[config.mk]
export PLATFORM = sky130hd
export DESIGN_NAME = fifo_sync_lvl
export DESIGN_NICKNAME = d
export VERILOG_FILES = /design/src/rtl/fifo_pkg.sv /design/src/rtl/fifo_mem_sp.sv /design/src/rtl/fifo_sync_lvl.sv
export SDC_FILE = /design/constraint.sdc
export NUM_CORES = 1
export LEC_CHECK = 0
export ABC_CLOCK_PERIOD_IN_PS = 6700
export CAP_MARGIN = 20
export CORE_MARGIN = 2
export CORE_UTILIZATION = 25
export DETAILED_ROUTE_END_ITERATION = 6
export PLACE_DENSITY = 0.52
export SLEW_MARGIN = 20
export SYNTH_ARGS = -nofsm -noshare
export SYNTH_HDL_FRONTEND = slang
export SYNTH_HIERARCHICAL = 1
export SYNTH_SLANG_ARGS = --single-unit
[constraint.sdc]
create_clock -name clk -period 6.7 [get_ports clk]
set_input_delay 0.67 -clock clk [delete_from_list [all_inputs] [get_ports clk]]
set_output_delay 0.67 -clock clk [all_outputs]
set_load 0.05 [all_outputs]
[src/rtl/fifo_pkg.sv]
// Shared helpers for the level-reporting synchronous FIFO.
// Level width function and parameter-legality checks.
package fifo_pkg;

    // Occupancy counter needs one extra bit to represent "full".
    function automatic int lvl_w(input int depth);
        return $clog2(depth) + 1;
    endfunction

    function automatic bit is_pow2(input int v);
        return (v > 0) && ((v & (v - 1)) == 0);
    endfunction

    function automatic bit params_ok(input int depth,
                                     input int af,
                                     input int ae);
        return is_pow2(depth) && (depth >= 4) &&
               (af >= 1) && (af <= depth) &&
               (ae >= 0) && (ae <= depth - 1);
    endfunction

endpackage

[src/rtl/fifo_mem_sp.sv]
// Simple dual-port storage: one write port, one read port, one clock.
// Ports: clk, rst (clears read register only), we/waddr/wdata, re/raddr/rdata.
// FIFO_SYNC_FWFT_EN: asynchronous read instead of registered read.
module fifo_mem_sp #(
    parameter int DW    = 16,
    parameter int DEPTH = 16,
    parameter int AW    = $clog2(DEPTH)
) (
    input  logic          clk,
    input  logic          rst,
    input  logic          we,
    input  logic [AW-1:0] waddr,
    input  logic [DW-1:0] wdata,
    input  logic          re,
    input  logic [AW-1:0] raddr,
    output logic [DW-1:0] rdata
);

    logic [DW-1:0] mem_q [DEPTH];

    always_ff @(posedge clk) begin
        if (we) begin
            mem_q[waddr] <= wdata;
        end
    end

`ifdef FIFO_SYNC_FWFT_EN
    assign rdata = mem_q[raddr];
`else
    logic [DW-1:0] rdata_q;

    // Read-before-write: on a full-FIFO read+write both hit the
    // same address and the old head word must come out.
    always_ff @(posedge clk) begin
        if (rst) begin
            rdata_q <= '0;
        end else if (re) begin
            rdata_q <= mem_q[raddr];
        end
    end

    assign rdata = rdata_q;
`endif

endmodule

[src/rtl/fifo_sync_lvl.sv]
// Single-clock FIFO with occupancy level, almost-full/empty thresholds,
// sticky overflow/underflow flags and output-valid. FWFT: FIFO_SYNC_FWFT_EN.
module fifo_sync_lvl
    import fifo_pkg::*;
#(
    parameter int data_wdt  = 16,
    parameter int fifo_deth = 16,
    parameter int af_thresh = 12,
    parameter int ae_thresh = 4
) (
    input  logic                             clk,
    input  logic                             rst,
    input  logic                             data_in_val,
    input  logic signed [data_wdt-1:0]       data_in,
    input  logic                             data_req,
    output logic signed [data_wdt-1:0]       data_out,
    output logic                             data_out_val,
    output logic                             full,
    output logic                             empty,
    output logic                             almost_full,
    output logic                             almost_empty,
    output logic [lvl_w(fifo_deth)-1:0]      level,
    input  logic                             err_clr,
    output logic                             overflow,
    output logic                             underflow
);

    localparam int AW = $clog2(fifo_deth);
    localparam int LW = lvl_w(fifo_deth);
    localparam logic [LW-1:0] DEPTH_L = LW'(fifo_deth);
    localparam logic [LW-1:0] AF_L    = LW'(af_thresh);
    localparam logic [LW-1:0] AE_L    = LW'(ae_thresh);

    if (!params_ok(fifo_deth, af_thresh, ae_thresh)) begin : g_bad_params
        $error("fifo_sync_lvl: illegal depth or threshold parameters");
    end

    logic [AW-1:0] wr_ptr_q, wr_ptr_d;
    logic [AW-1:0] rd_ptr_q, rd_ptr_d;
    logic [LW-1:0] level_q, level_d;
    logic          full_q, empty_q, af_q, ae_q;
    logic          ov_q, ov_d, un_q, un_d;
    logic          rd_acc, wr_acc;
    logic [data_wdt-1:0] rdata;

    always_comb begin
        rd_acc   = data_req & ~empty_q;
        // A full FIFO still takes a write when a read frees a slot.
        wr_acc   = data_in_val & (~full_q | rd_acc);
        wr_ptr_d = wr_ptr_q + AW'(wr_acc);
        rd_ptr_d = rd_ptr_q + AW'(rd_acc);
        level_d  = level_q;
        unique case ({wr_acc, rd_acc})
            2'b10:   level_d = level_q + LW'(1);
            2'b01:   level_d = level_q - LW'(1);
            default: level_d = level_q;
        endcase
        // Set beats clear when both occur in one cycle.
        ov_d = (data_in_val & ~wr_acc) | (ov_q & ~err_clr);
        un_d = (data_req & empty_q) | (un_q & ~err_clr);
    end

    always_ff @(posedge clk) begin
        if (rst) begin
            wr_ptr_q <= '0;
            rd_ptr_q <= '0;
            level_q  <= '0;
            full_q   <= 1'b0;
            empty_q  <= 1'b1;
            af_q     <= 1'b0;
            ae_q     <= 1'b1;
            ov_q     <= 1'b0;
            un_q     <= 1'b0;
        end else begin
            wr_ptr_q <= wr_ptr_d;
            rd_ptr_q <= rd_ptr_d;
            level_q  <= level_d;
            full_q   <= (level_d == DEPTH_L);
            empty_q  <= (level_d == '0);
            af_q     <= (level_d >= AF_L);
            ae_q     <= (level_d <= AE_L);
            ov_q     <= ov_d;
            un_q     <= un_d;
        end
    end

    fifo_mem_sp #(
        .DW    (data_wdt),
        .DEPTH (fifo_deth),
        .AW    (AW)
    ) u_mem (
        .clk   (clk),
        .rst   (rst),
        .we    (wr_acc),
        .waddr (wr_ptr_q),
        .wdata (data_in),
        .re    (rd_acc),
        .raddr (rd_ptr_q),
        .rdata (rdata)
    );

`ifdef FIFO_SYNC_FWFT_EN
    assign data_out_val = ~empty_q;
`else
    logic dval_q;

    always_ff @(posedge clk) begin
        if (rst) begin
            dval_q <= 1'b0;
        end else begin
            dval_q <= rd_acc;
        end
    end

    assign data_out_val = dval_q;
`endif

    assign data_out     = rdata;
    assign full         = full_q;
    assign empty        = empty_q;
    assign almost_full  = af_q;
    assign almost_empty = ae_q;
    assign level        = level_q;
    assign overflow     = ov_q;
    assign underflow    = un_q;

endmodule

# == Word-level counts from Yosys, hierarchy flattened ==
# Memory sizes are Yosys's and may differ from the RTL's. A register that Yosys moved wholly into a read port is not among the register bits.
# Index checks and enable logic that the tools add are counted.
# totals
register_bits,20
ramBits,256
out_inout_bits,28
wordCells,37
n_memories,1
# classes
addsub,4
n_lt_le_gt_ge,2
n_eq_ne,3
mux,3
n_bitwise,13
reduce_logical,1
# memory_table
name,words,word_bits,read_ports,rd_clocked_by_memory_dff,wr,line_no,rtl
u_mem.mem_q,16,16,1,1,1,fifo_mem_sp.sv:19,logic [DW-1:0] mem_q [DEPTH];
# op_table
operator,n
case mux 5 bit (2 select lines),1
adder 4 x 1 -> 4 bit,2
bitwise AND 1 bit,6
adder 5 x 1 -> 5 bit (second input constant),1
equality test 5 bit (second input constant),1
>= comparator 5 x 4 -> 1 bit (second input constant),1
<= comparator 5 x 3 -> 1 bit (second input constant),1
logical NOT 5 bit,1
subtractor 5 x 1 -> 5 bit (second input constant),1
NOT 1 bit,4
bitwise OR 1 bit,3
equality test 2 x 1 -> 1 bit (second input constant),1
equality test 2 bit (second input constant),1
2-to-1 mux 1 bit,2

# == Longest topological paths before layout ==
# depth
word_depth,7
ltp_mapped,12
mapped_depth_nobuf,11

# == By module ==
# The synthesis kept the hierarchy.
# by_module_without_submodules
mod,instances,cells_each,area_per_inst_um2,seq_area_each_um2
fifo_mem_sp,1,606,10545.1,8007.7
fifo_sync_lvl,1,100,964.7,400.4

# == Least setup slack after synthesis ==
# OpenSTA, ideal clock, no wires.
# synth_path
path_type,input port to flip-flop
from,input port data_req
to,"memory u_mem.mem_q[0][0], enable pin"
setup_time_ps,409
arrival_time_ps,2654
required_time_ps,6291
path_slack_ps,3637
stages,6
path_buffers,0
path_cell_list,nand2b_1 -> nand2_1 -> nand2_1 -> inv_1 -> or3b_2 -> nor3_1
# synth_via
elab_chain_cells,5
# synth_rtl
item,line_no,rtl
start: declaration,fifo_sync_lvl.sv:15,"input logic data_req,"
bitwise AND 1 bit,fifo_sync_lvl.sv:47,rd_acc = data_req & ~empty_q;
bitwise OR 1 bit,fifo_sync_lvl.sv:49,wr_acc = data_in_val & (~full_q | rd_acc);
bitwise AND 1 bit,fifo_sync_lvl.sv:49,
via wr_acc,fifo_sync_lvl.sv:43,"logic rd_acc, wr_acc;"
2-to-1 mux 1 bit,fifo_mem_sp.sv:22,if (we) begin
2-to-1 mux 1 bit (not written as such),fifo_mem_sp.sv:23,mem_q[waddr] <= wdata;
end: declaration,fifo_mem_sp.sv:19,
# The timed path passes the listed nets, and every way through them passes these cells.

# == Worst setup path in the final report ==
# layout_path
from,input port data_req
to,register af_q (netlist: almost_full)
# layout_via
elab_chain_cells,6
word_cells_on_any_way,7
classes_between,1 x order compare; 2 x eq/ne; 1 x mux; 3 x bitwise
# layout_rtl
item,line_no,rtl
bitwise AND 1 bit (*),fifo_sync_lvl.sv:47,
via rd_acc,fifo_sync_lvl.sv:43,
bitwise OR 1 bit,fifo_sync_lvl.sv:49,
bitwise AND 1 bit,fifo_sync_lvl.sv:49,
equality test 2 x 1 -> 1 bit / equality test 2 bit (equally long branches),fifo_sync_lvl.sv:53,"unique case ({wr_acc, rd_acc})"
case mux 5 bit (2 select lines) (*),fifo_sync_lvl.sv:53,
>= comparator 5 x 4 -> 1 bit (*),fifo_sync_lvl.sv:80,af_q <= (level_d >= AF_L);
end signal: assignment,fifo_sync_lvl.sv:80,
end: declaration,fifo_sync_lvl.sv:41,"logic full_q, empty_q, af_q, ae_q;"
# The timed path passes the listed nets; every way through them passes the cells marked *.
# A chain may end at the register's enable or synchronous reset.

==> metrics.yaml <==
power:
  max-vdd-ir-drop_mv: 0.215
  p_clk_frac: 0.372
  p_switching_mw: 1.09
  p_comb_frac: 0.129
  p_per_area_nw_per_um2: 312
  leakage_nw: 4.09
  switching_share: 0.259
  p_seq_frac: 0.499
  internal_power_mw: 3.13
worst_setup_path:
  crit_path_end_kind: "flop"
  cp_slowest_cell: "clkdlybuf4s50_1"
  startpoint_type: "input port"
  crit_buf_inv: 2
  crit_fanout: 9
  crit_required_ps: 7150
  crit_chain: "clkdlybuf4s50_1 -> nand2b_1 -> inv_1 -> ha_1 -> xor2_1 -> ha_1 -> nand2_1 -> mux2_2 -> a21oi_1 -> mux2_2 -> or2_1"
  crit_family: "buffers and inverters"
  crit_type: "input port to flop"
  cp_slowest_stage_delay_ps: 480
  worst_ep_arrival_time_ps: 3420
clock_tree:
  clk_pin_slew_ps: 60
  cts_buffer_depth: 3
  cts_made_buffers: 30
  clk_latency_ps: 580
  cts_tree: "built"
  postCtsHoldBufs: 0
  cts_setup_buffers: 0
  htree_num_levels: 1
  clock-sinks: 292
  cts_resized: 0
  root_buffer: "clkbuf_16"
global_routing:
  grt_first_pass_wirelength_mm: 38.8
  grt_max_degree: 61
  antenna_found_initial: 0
  first_global_vias: 6047
  grtUsageTotal: 0.109
  grt_overflow: 0
placed_design:
  dp_hpwl_mm: 15.3
  place_ws_ps: 3160
  post_dp_cell_area_um2: 12600
  port_buffers: 48
  gp_congestion: 0.704
logic_synthesis:
  ys_types: 39
  syn_nets: 734
  ys.flop_type: "edfxtp_1"
  synth-edff-count: 256
  synth-seq-area-share: 0.731
  yosys.area.top_type: "edfxtp_1"
  avgSynthCellArea_um2: 16.3
  yosysWarnings: 6
  synth_top_area_frac: 0.668
  synthCells: 706
  synth_seq_cells: 292
  synthArstFlopShare: 0
  synth_area_um2: 11500
  synth.top_cells.by_area: "edfxtp_1, mux2i_1, dfxtp_1"
flow_run:
  cap_viol_max_count: 0
detailed_routing:
  totalWireLength_mm: 26.2
  dr_wl_met3_mm: 1.16
  drcViolationCount: 0
  top_layer_used: "met4"
  viasPerCell: 4.42
  routedWlPerCell_um: 18.9
  drtIter0Drc: 374
  drt-pass1-iter-count: 4
  antenna_left: 0
  m1WireLength_mm: 13.4
  dr_wl_met2_mm: 11.3
  dr_total_vias: 6116
sta:
  fin_crit_ps: 2970
  drv_slew: 0
  fmax_mhz: 337
  setup_ws_ps: 3730
  timing.final.crit_share: 0.443
  hold_viol: 0
  relSlewSlack: 0.252
  tns_ps: 0
  rsz0062_at_grt: "no"
  setup_viol: 0
  skew_ps: 29.6
  worst_pin_slew_ps: 1120
die:
  die_area_um2: 47800
  rows: 78
  ioPinCount: 49
  start_util: 0.254
  core_area_um2: 45400
  die_h_um: 219
  die_w_um: 219
run_status:
  status: "finished clean"
finish:
  drive_gt1_frac: 0.101
  num-nets-final: 788
  num_antenna_cells: 0
  final_cell_area_um2: 13500
  areaGrowthSynthToFinish_pct: 17.6
worst_hold_path:
  hold_class: "flop to flop"
[placed cells by master (no fill, tap or decap), types with 6 or more instances in the layout]
cell             netlist  layout
a21oi_1               17      17
a22oi_1               50      50
buf_4                  1      10
clkbuf_1              10      15
clkbuf_16              0      30
clkbuf_8               0       6
clkdlybuf4s50_1        0      48
dfxtp_1               36      35
edfxtp_1             256     256
ha_1                   7       7
mux2i_1              131     131
nand2_1               37      37
nand3_1               51      51
nor2_1                30      17
nor2_2                 0       7
nor2_4                 0       6
nor2b_1                9       7
[state kept, by name, summed over array words and instances, names as in the netlist, 4 cells and up]
register	cells
u_mem/mem_q	256
u_mem/rdata	16
level	5
rd_ptr_q	4
wr_ptr_q	4
[layout make-up]
class / instances / area [um2]
fill: 4495 / 31800
sequential: 292 / 8410
multi-input combinational: 373 / 2850
clock buffer: 51 / 890
tap: 600 / 751
timing repair buffer: 59 / 571
clock inverter: 5 / 50.0
inverter: 4 / 15.0
[metrics by stage]
stage / std cells / utilization / hold WS (ps) / total power [mW]
CTS: 1384 / 0.298 / 458 / 4.27
floorplan: 706 / - / 528 / 2.48
global placement: 1327 / 0.277 / 447 / 2.69
finish: 1384 / 0.298 / 455 / 4.22
detailed placement: 1328 / 0.277 / 444 / 2.69
global route: 1384 / 0.298 / 474 / 4.38
[worst reg2reg max path: stages, from the launching register on]
cell and delay (ps):
dfxtp_1 360, nand2b_1 180, nand2_1 70, nand2_1 130
ha_1 350, xor2_1 180, ha_1 220, nand2_1 60
mux2_2 260, a21oi_1 230, mux2_2 400, or2_1 230
[per-layer routing]
| layer | up-vias | GRT usage |
|---|---|---|
| met5 | - | 0 |
| met4 | 0 | 0.0263 |
| met3 | 29 | 0.0205 |
| met2 | 128 | 0.158 |
| met1 | 3126 | 0.166 |
| li1 | 2833 | - |
[final timing paths]
| path | end | startpoint | slack, ps | depth (start not counted) |
|---|---|---|---|---|
| setup reg to reg | almost_full$_SDFF_PP0_ | empty$_SDFF_PP1_ | 3910 | 11 |
| setup / recovery | almost_full$_SDFF_PP0_ | data_req | 3730 | 11 |
| hold reg to reg | u_mem/rdata[12]$_SDFFE_PP0P_ | u_mem/rdata[12]$_SDFFE_PP0P_ | 450 | 2 |
| hold / removal | u_mem/rdata[12]$_SDFFE_PP0P_ | u_mem/rdata[12]$_SDFFE_PP0P_ | 450 | 2 |
[cell families (layout without fill, tap and decap cells)]
| logic type | Yosys count | after routing | share of synthesized area |
|---|---|---|---|
| fa+ha+maj | 7 | 7 | 0.00761 |
| buf+inv | 41 | 119 | 0.0292 |
| xor+xnor | 8 | 8 | 0.00609 |
| compound gates | 78 | 78 | 0.0490 |
| simple gates | 147 | 147 | 0.0616 |
| mux | 133 | 133 | 0.116 |
| flops | 292 | 292 | 0.731 |
[Yosys cell counts, types with 7 or more instances]
cell type,count
mux2i_1,131
a22oi_1,50
ha_1,7
a21oi_1,17
buf_2,12
nand2_1,37
nor2_1,30
dfxtp_1,36
nand3_1,51
clkbuf_1,10
nor2b_1,9
edfxtp_1,256
[power by group through the flow]
stage | logic, mW | clock network [mW] | registers (mW)
2_1_floorplan | 0.222 | 0 | 2.26
3_3_place_gp | 0.544 | 0 | 2.14
3_5_place_dp | 0.547 | 0 | 2.14
4_1_cts | 0.549 | 1.62 | 2.10
5_1_grt | 0.582 | 1.69 | 2.11
6_report | 0.546 | 1.57 | 2.10
(Power assumes the default switching activity.)
